===== src/rtl/regfile_cmd_ctrl.sv =====
// Command front-end for a 4-entry register file: sequences write/read commands
// onto the regfile pins and returns read data over a valid/ready response channel.
//   state   | meaning
//   S_IDLE  | ready for a command; regfile pins hold their last values
//   S_WRITE | single-cycle WE pulse; regfile commits at the closing edge
//   S_READ  | address held for RD_LAT+1 cycles until DOUT is captured
//   S_RESP  | response presented until the consumer accepts it
module regfile_cmd_ctrl #(
    parameter int AW     = 2,
    parameter int DW     = 4,
    parameter int RD_LAT = 1,
    parameter int CW     = 8
) (
    input  logic          i_clk,
    input  logic          i_rst,
    input  logic          i_cmd_valid,
    output logic          o_cmd_ready,
    input  logic          i_cmd_wr,
    input  logic [AW-1:0] i_cmd_addr,
    input  logic [DW-1:0] i_cmd_wdata,
    output logic          o_rsp_valid,
    input  logic          i_rsp_ready,
    output logic [AW-1:0] o_rsp_addr,
    output logic [DW-1:0] o_rsp_rdata,
    output logic [AW-1:0] o_rf_addr,
    output logic          o_rf_we,
    output logic [DW-1:0] o_rf_din,
    input  logic [DW-1:0] i_rf_dout,
    output logic          o_busy,
    output logic [CW-1:0] o_wr_cnt,
    output logic [CW-1:0] o_rd_cnt
);

    localparam int LW = 2;

    typedef enum logic [1:0] {
        S_IDLE  = 2'd0,
        S_WRITE = 2'd1,
        S_READ  = 2'd2,
        S_RESP  = 2'd3
    } state_t;

    state_t        r_state;
    state_t        w_next;
    logic          w_accept;
    logic          r_cmd_ready;
    logic          r_busy;
    logic          r_rsp_valid;
    logic [AW-1:0] r_rsp_addr;
    logic [DW-1:0] r_rsp_rdata;
    logic [AW-1:0] r_rf_addr;
    logic          r_rf_we;
    logic [DW-1:0] r_rf_din;
    logic [CW-1:0] r_wr_cnt;
    logic [CW-1:0] r_rd_cnt;
    logic [LW-1:0] r_cnt;

    always_comb begin
        w_next   = r_state;
        w_accept = 1'b0;
        case (r_state)
            S_IDLE: begin
                // ready is low for one cycle after reset, so acceptance needs it too
                w_accept = i_cmd_valid && r_cmd_ready;
                if (w_accept) begin
                    w_next = i_cmd_wr ? S_WRITE : S_READ;
                end
            end
            S_WRITE: w_next = S_IDLE;
            S_READ: begin
                if (r_cnt == '0) begin
                    w_next = S_RESP;
                end
            end
            S_RESP: begin
                if (i_rsp_ready) begin
                    w_next = S_IDLE;
                end
            end
            default: w_next = S_IDLE;
        endcase
    end

    always_ff @(posedge i_clk) begin
        if (i_rst) begin
            r_state     <= S_IDLE;
            r_cmd_ready <= 1'b0;
            r_busy      <= 1'b0;
            r_rsp_valid <= 1'b0;
            r_rsp_addr  <= '0;
            r_rsp_rdata <= '0;
            r_rf_addr   <= '0;
            r_rf_we     <= 1'b0;
            r_rf_din    <= '0;
            r_wr_cnt    <= '0;
            r_rd_cnt    <= '0;
            r_cnt       <= '0;
        end else begin
            r_state     <= w_next;
            r_cmd_ready <= (w_next == S_IDLE);
            r_busy      <= (w_next != S_IDLE);
            case (r_state)
                S_IDLE: begin
                    if (w_accept) begin
                        r_rf_addr  <= i_cmd_addr;
                        r_rsp_addr <= i_cmd_addr;
                        if (i_cmd_wr) begin
                            r_rf_din <= i_cmd_wdata;
                            r_rf_we  <= 1'b1;
                        end else begin
                            r_cnt <= LW'(RD_LAT);
                        end
                    end
                end
                S_WRITE: begin
                    r_rf_we  <= 1'b0;
                    r_wr_cnt <= r_wr_cnt + 1'b1;
                end
                S_READ: begin
                    if (r_cnt == '0) begin
                        r_rsp_rdata <= i_rf_dout;
                        r_rsp_valid <= 1'b1;
                    end else begin
                        r_cnt <= r_cnt - 1'b1;
                    end
                end
                S_RESP: begin
                    if (i_rsp_ready) begin
                        r_rsp_valid <= 1'b0;
                        r_rd_cnt    <= r_rd_cnt + 1'b1;
                    end
                end
                default: ;
            endcase
        end
    end

    assign o_cmd_ready = r_cmd_ready;
    assign o_busy      = r_busy;
    assign o_rsp_valid = r_rsp_valid;
    assign o_rsp_addr  = r_rsp_addr;
    assign o_rsp_rdata = r_rsp_rdata;
    assign o_rf_addr   = r_rf_addr;
    assign o_rf_we     = r_rf_we;
    assign o_rf_din    = r_rf_din;
    assign o_wr_cnt    = r_wr_cnt;
    assign o_rd_cnt    = r_rd_cnt;

endmodule


===== config.mk =====
export PLATFORM = sky130hd
export DESIGN_NAME = regfile_cmd_ctrl
export DESIGN_NICKNAME = d
export VERILOG_FILES = /design/src/rtl/regfile_cmd_ctrl.sv
export SDC_FILE = /design/constraint.sdc
export NUM_CORES = 1
export LEC_CHECK = 0
export ABC_AREA = 1
export BUFFER_PORTS_ARGS = -buffer_cell sky130_fd_sc_hd__clkbuf_2
export CAP_MARGIN = 20
export CORE_UTILIZATION = 25
export CTS_BUF_LIST = sky130_fd_sc_hd__clkbuf_8
export CTS_CLUSTER_DIAMETER = 200
export CTS_CLUSTER_SIZE = 24
export DETAILED_ROUTE_END_ITERATION = 16
export GPL_TIMING_DRIVEN = 0
export SLEW_MARGIN = 20
export SYNTH_ARGS = -nofsm -noshare
export SYNTH_HDL_FRONTEND = slang
export SYNTH_SLANG_ARGS = --single-unit

===== constraint.sdc =====
create_clock -name i_clk -period 1.5 [get_ports i_clk]
set_input_delay 0.225 -clock i_clk [delete_from_list [all_inputs] [get_ports i_clk]]
set_output_delay 0.225 -clock i_clk [all_outputs]
set_load 0.01 [all_outputs]

## After elaboration in Yosys (flattened, before gate mapping)

Cells that the tools add are included.

| storage, ports and cells | value |
|---|---|
| logic and storage cells | 54 |
| register bits | 34 |
| output and inout port bits | 32 |
| bits of input ports | 15 |

| cells by class | value |
|---|---|
| add/sub/neg operators | 3 |
| reduce and logical (&&, ||, !) cells | 15 |
| muxes and demuxes | 16 |
| equality and inequality tests | 9 |

Operator list:

| cell | count |
|---|---|
| $add 8x1->8 const B | 2 |
| $mux 2 | 7 |
| $ne 2x2->1 const B | 6 |
| $reduce_and 3->1 | 3 |
| $pmux 2 s4 | 1 |
| $reduce_bool 2->1 | 4 |
| $logic_not 2->1 | 3 |
| $reduce_and 2->1 | 3 |
| $mux 1 | 5 |
| $eq 2x2->1 const B | 2 |
| $pmux 1 s2 | 2 |
| $pmux 2 s2 | 1 |
| $reduce_and 4->1 | 1 |
| $eq 2x1->1 const B | 1 |
| $sub 2x1->2 const B | 1 |
| $logic_and 1x1->1 | 1 |

## Logic depth before layout (Yosys ltp)

| logic depth | value |
|---|---|
| depth after elaboration | 4 |
| gate-level depth with buffers | 9 |
| depth with buffers taken out | 8 |

## Least setup slack after synthesis

Ideal clock, no wire load.

| timing | value |
|---|---|
| kind | register to register |
| start point | register r_cnt[0] |
| end point | register r_cnt[0] |
| clock period less this slack | 1.196 ns |
| data required time | 1.387 ns |
| setup slack | 0.304 ns |
| library setup time | 0.113 ns |
| path buffers | 0 |
| stages on the path, launching flop included | 7 |
| arrival | 1.083 ns |
| cells stage by stage | dfxtp_1 > inv_1 > ha_1 > a21oi_1 > nand3_1 > nor2_1 > nor2_1 |

| on the way | value |
|---|---|
| word-level cells in the longest chain between the ends | 3 |
| elaborated cells on any way between the ends | 6 |

RTL lines:

| item | RTL line | source |
|---|---|---|
| start: declaration | 56 | `logic [LW-1:0] r_cnt;` |
| start signal: assignment | 111 | `r_cnt <= LW'(RD_LAT);` |
| start signal: assignment | 124 | `r_cnt <= r_cnt - 1'b1;` |
| $sub 2x1->2 / $logic_not 2->1 (equally long branches) | 124, 120 |  |
| $mux 2 / $ne 2x2->1 (equally long branches) | - |  |
| $pmux 2 s2 / $reduce_and 4->1 (equally long branches) | - |  |

Several ways; a longest one is shown, not always the timed one. The select of a mux whose other input is x is not followed.
A chain may end at the register's enable or synchronous reset.

## Worst setup path after layout

Ends and elaborated chain as after synthesis.

==> results.txt <==
Outcome = completed
RSZ-0062 raised after global routing = false
Worst slew pin tran = 0.520 ns
Skew-Pair Late Insertion Delay = 0.28 ns
Slowest CP cell = dfxtp_1
Post-synth top cells = nand2_1 (44), dfxtp_1 (34), nor2_1 (32), nand3_1 (22), a21oi_1 (20)
PortBufs = 45
CP Max Fanout = 6
Drt initial violations = 63
F_max = 0.777 GHz
CP arrival = 1.46 ns
Sequential area share after synthesis = 0.435
Root Driver = clkbuf_8
Max IR drop VDD = 0.000355 V
Fin. max-slew vios = 0
FP Rows = 28
Reg2Reg Depth = 6
Die X = 81.1 um
Worst endpoint required time = 1.68 ns
CTS buffer count = 5
Syn_nets = 223
Largest net degree at the start of global routing = 11
Placed Area = 0.00188 sq mm
Most common cell in the netlist = nand2_1
Crit path top cell by count = nor2_1
Hold buffers post-CTS = 0
Setup CP Type = flip-flop to flip-flop
Warnings, synthesis = 0
GRT Overall Usage = 0.111
Clock transition at path regs = 0.07 ns
Via count = 1427
Detail Route Antenna Nets = 0
FFs w/ async S/R, synth = 0
R2R Setup Slk = 0.21 ns
Synth top area cells = dfxtp_1 (44%), nand2_1 (11%), nor2_1 (7.7%), nand3_1 (7.0%), a21oi_1 (6.4%)
Cells after Synth = 205
Area of the mapped netlist = 0.00156 sq mm
Congestion Overflow GR = 0
CTS tree = built
GRT met1 Usage = 0.139
Clock H-tree levels = 2
EDFF count, synth = 0
P per Cell Area = 983 mW/mm^2
Max stage delay on crit path = 0.33 ns
Initial antenna violation count = 0
GR Util met2 = 0.187
Final nets = 275
Cell area after layout = 0.00198 sq mm
Share of layout cells above drive strength 1 = 0.287
HP Class = input pin to flip-flop
Most used DFF post-synth = dfxtp_1
Die Y = 81.1 um
Max clock buf depth = 2
Leakage = 0.924 nW
Setup TNS = 0 ns
Hold-critical path depth = 2
Crit end category = flip-flop
Busiest grt layer = met2
Slew headroom = 0.653
Pre-antenna DRT Iters = 4
Final worst slack = 0.212 ns
RD Place Congestion = 0.779
Crit path time final = 1.29 ns
First-pass GRT wire length = 5620 um
Avg Cell Area, Syn = 7.63 sq um
Top-area cell type share of the netlist area = 0.435
Final-report setup violation count = 0
Drt drc = 0
Worst-path cell chain = inv_1 -> ha_1 -> a21oi_2 -> nand3_1 -> nor2_1 -> nor2_1
Initial core utilization = 0.261
Max-cap violations = 0
Layout Skew = 0.00678 ns
CP Launch Type = flip-flop
Final hold violations = 0
Core ar. = 0.00599 sq mm
Dpl hpwl = 2610 um
Met3 Resource Use GR = 0.0281
Worst R2R Start = r_cnt[0]
Die Area = 0.00658 sq mm
R2r endpoint = r_cnt[0]
Place WS = 0.139 ns
Hold Startpoint = i_rst
Final WL = 3450 um
Top-Level Pins = 47
Syn-to-layout area delta = 26.5%
Hold EP = o_rf_din[3]
Layout fillers = 646
DR WL/cell = 10.4 um
# clock sinks = 34
Biggest area consumer among synthesized cells = dfxtp_1
Ant. Diodes = 0
Post-CTS setup buffers = 0
Yosys cell types = 23
Tcrit/Tclk final = 0.858
#FFs+latches synth = 34
Vias/cell = 4.29
Vias in the first global route = 1271
## report_power, final
| group | internal, mW | total (mW) | leakage, nW | switching, mW |
|---|---|---|---|---|
| combinational | 0.111 | 0.289 | 0.596 | 0.178 |
| clock | 0.364 | 0.692 | 0.0524 | 0.329 |
| sequential | 0.941 | 0.962 | 0.276 | 0.0211 |
| total | 1.42 | 1.94 | 0.924 | 0.528 |
## routing by layer
metal	wire length [um]	up-vias
met2	1690	21
met5	0	-
met4	24	0
met1	1590	637
li1	-	764
met3	146	5
## layout by cell type, fill, tap and decap left out
| cell | count |
|---|---|
| clkbuf_1 | 1 |
| nand3_1 | 22 |
| clkinv_2 | 1 |
| inv_6 | 1 |
| dfxtp_1 | 34 |
| inv_1 | 17 |
| nor2_4 | 3 |
| nand2_1 | 44 |
| a21oi_1 | 19 |
| nor3b_1 | 1 |
| buf_6 | 2 |
| a21oi_2 | 1 |
| buf_4 | 2 |
| ha_1 | 3 |
| nand3_4 | 1 |
| nand2_4 | 3 |
| inv_2 | 1 |
| buf_2 | 3 |
| nor2_2 | 1 |
| xor2_1 | 2 |
| clkbuf_2 | 45 |
| o21ai_0 | 8 |
| nor2_1 | 32 |
| nor2_8 | 2 |
| clkbuf_8 | 6 |
| o21ai_1 | 1 |
| nand3_2 | 2 |
## stage by stage
stage | utilization | instances | hold slack, ns | power [mW]
6_report | 0.330 | 333 | 0.150 | 1.94
5_1_grt | 0.330 | 333 | 0.160 | 2.06
4_1_cts | 0.330 | 333 | 0.145 | 1.97
3_5_place_dp | 0.314 | 325 | 0.444 | 1.27
3_3_place_gp | 0.314 | 325 | 0.440 | 1.27
2_1_floorplan | - | 205 | 0.294 | 1.18
## critical path: cells and delay by family, from the launching register on
family	cells	cell delay [ns]
adder cells (fa/ha/maj)	1	0.31
flip-flops	1	0.33
AND/OR/NAND/NOR	3	0.27
buffers and inverters	1	0.06
AO/OA/AOI/OAI	1	0.22
## final cells by class
type	count	area [sq um]	area share
Timing Repair Buffer	45	225	0.114
Inverter	18	72.6	0.0367
Tap cell	75	93.8	0.0474
Clock inverter	2	8.76	0.00443
Sequential cell	34	681	0.344
Buffer	8	56.3	0.0285
Clock buffer	6	82.6	0.0417
Multi-Input combinational cell	145	758	0.383
## flip-flops by register name, summed over array words and instances, names as in the netlist
name / count
o_cmd_ready: 1
o_rf_addr: 2
o_busy: 1
r_state: 2
r_cnt: 2
o_rd_cnt: 8
o_rf_we: 1
o_rsp_valid: 1
o_wr_cnt: 8
o_rsp_rdata: 4
o_rf_din: 4
## how the worst max path moves through the flow
stage / from / endpoint / slack (ns)
final: r_cnt[0] / r_cnt[0] / 0.21
after global routing: r_cnt[0] / r_cnt[0] / 0.08
after CTS: r_cnt[0] / r_cnt[0] / 0.12
after detailed placement: r_cnt[0] / r_cnt[0] / 0.14
after global placement: r_cnt[0] / r_cnt[0] / 0.15
after floorplan: r_cnt[0] / r_cnt[0] / 0.30
## logic make-up (layout without fill, tap and decap cells)
family                     after synthesis  in the layout  synth area share
adders and majority gates                3              3            0.0240
and+or+nand+nor                        111            111             0.354
AOI/OAI and AO/OA                       29             29            0.0928
buffers and inverters                   26             79            0.0824
DFF                                     34             34             0.435
xor gates and xnor gates                 2              2            0.0112
## repair_timing
item,in CTS,in global routing
setup endpoints to repair,0,1
gates resized for setup,0,1
hold endpoints to repair,0,0
No activity file was read; power rests on OpenSTA's default activity.
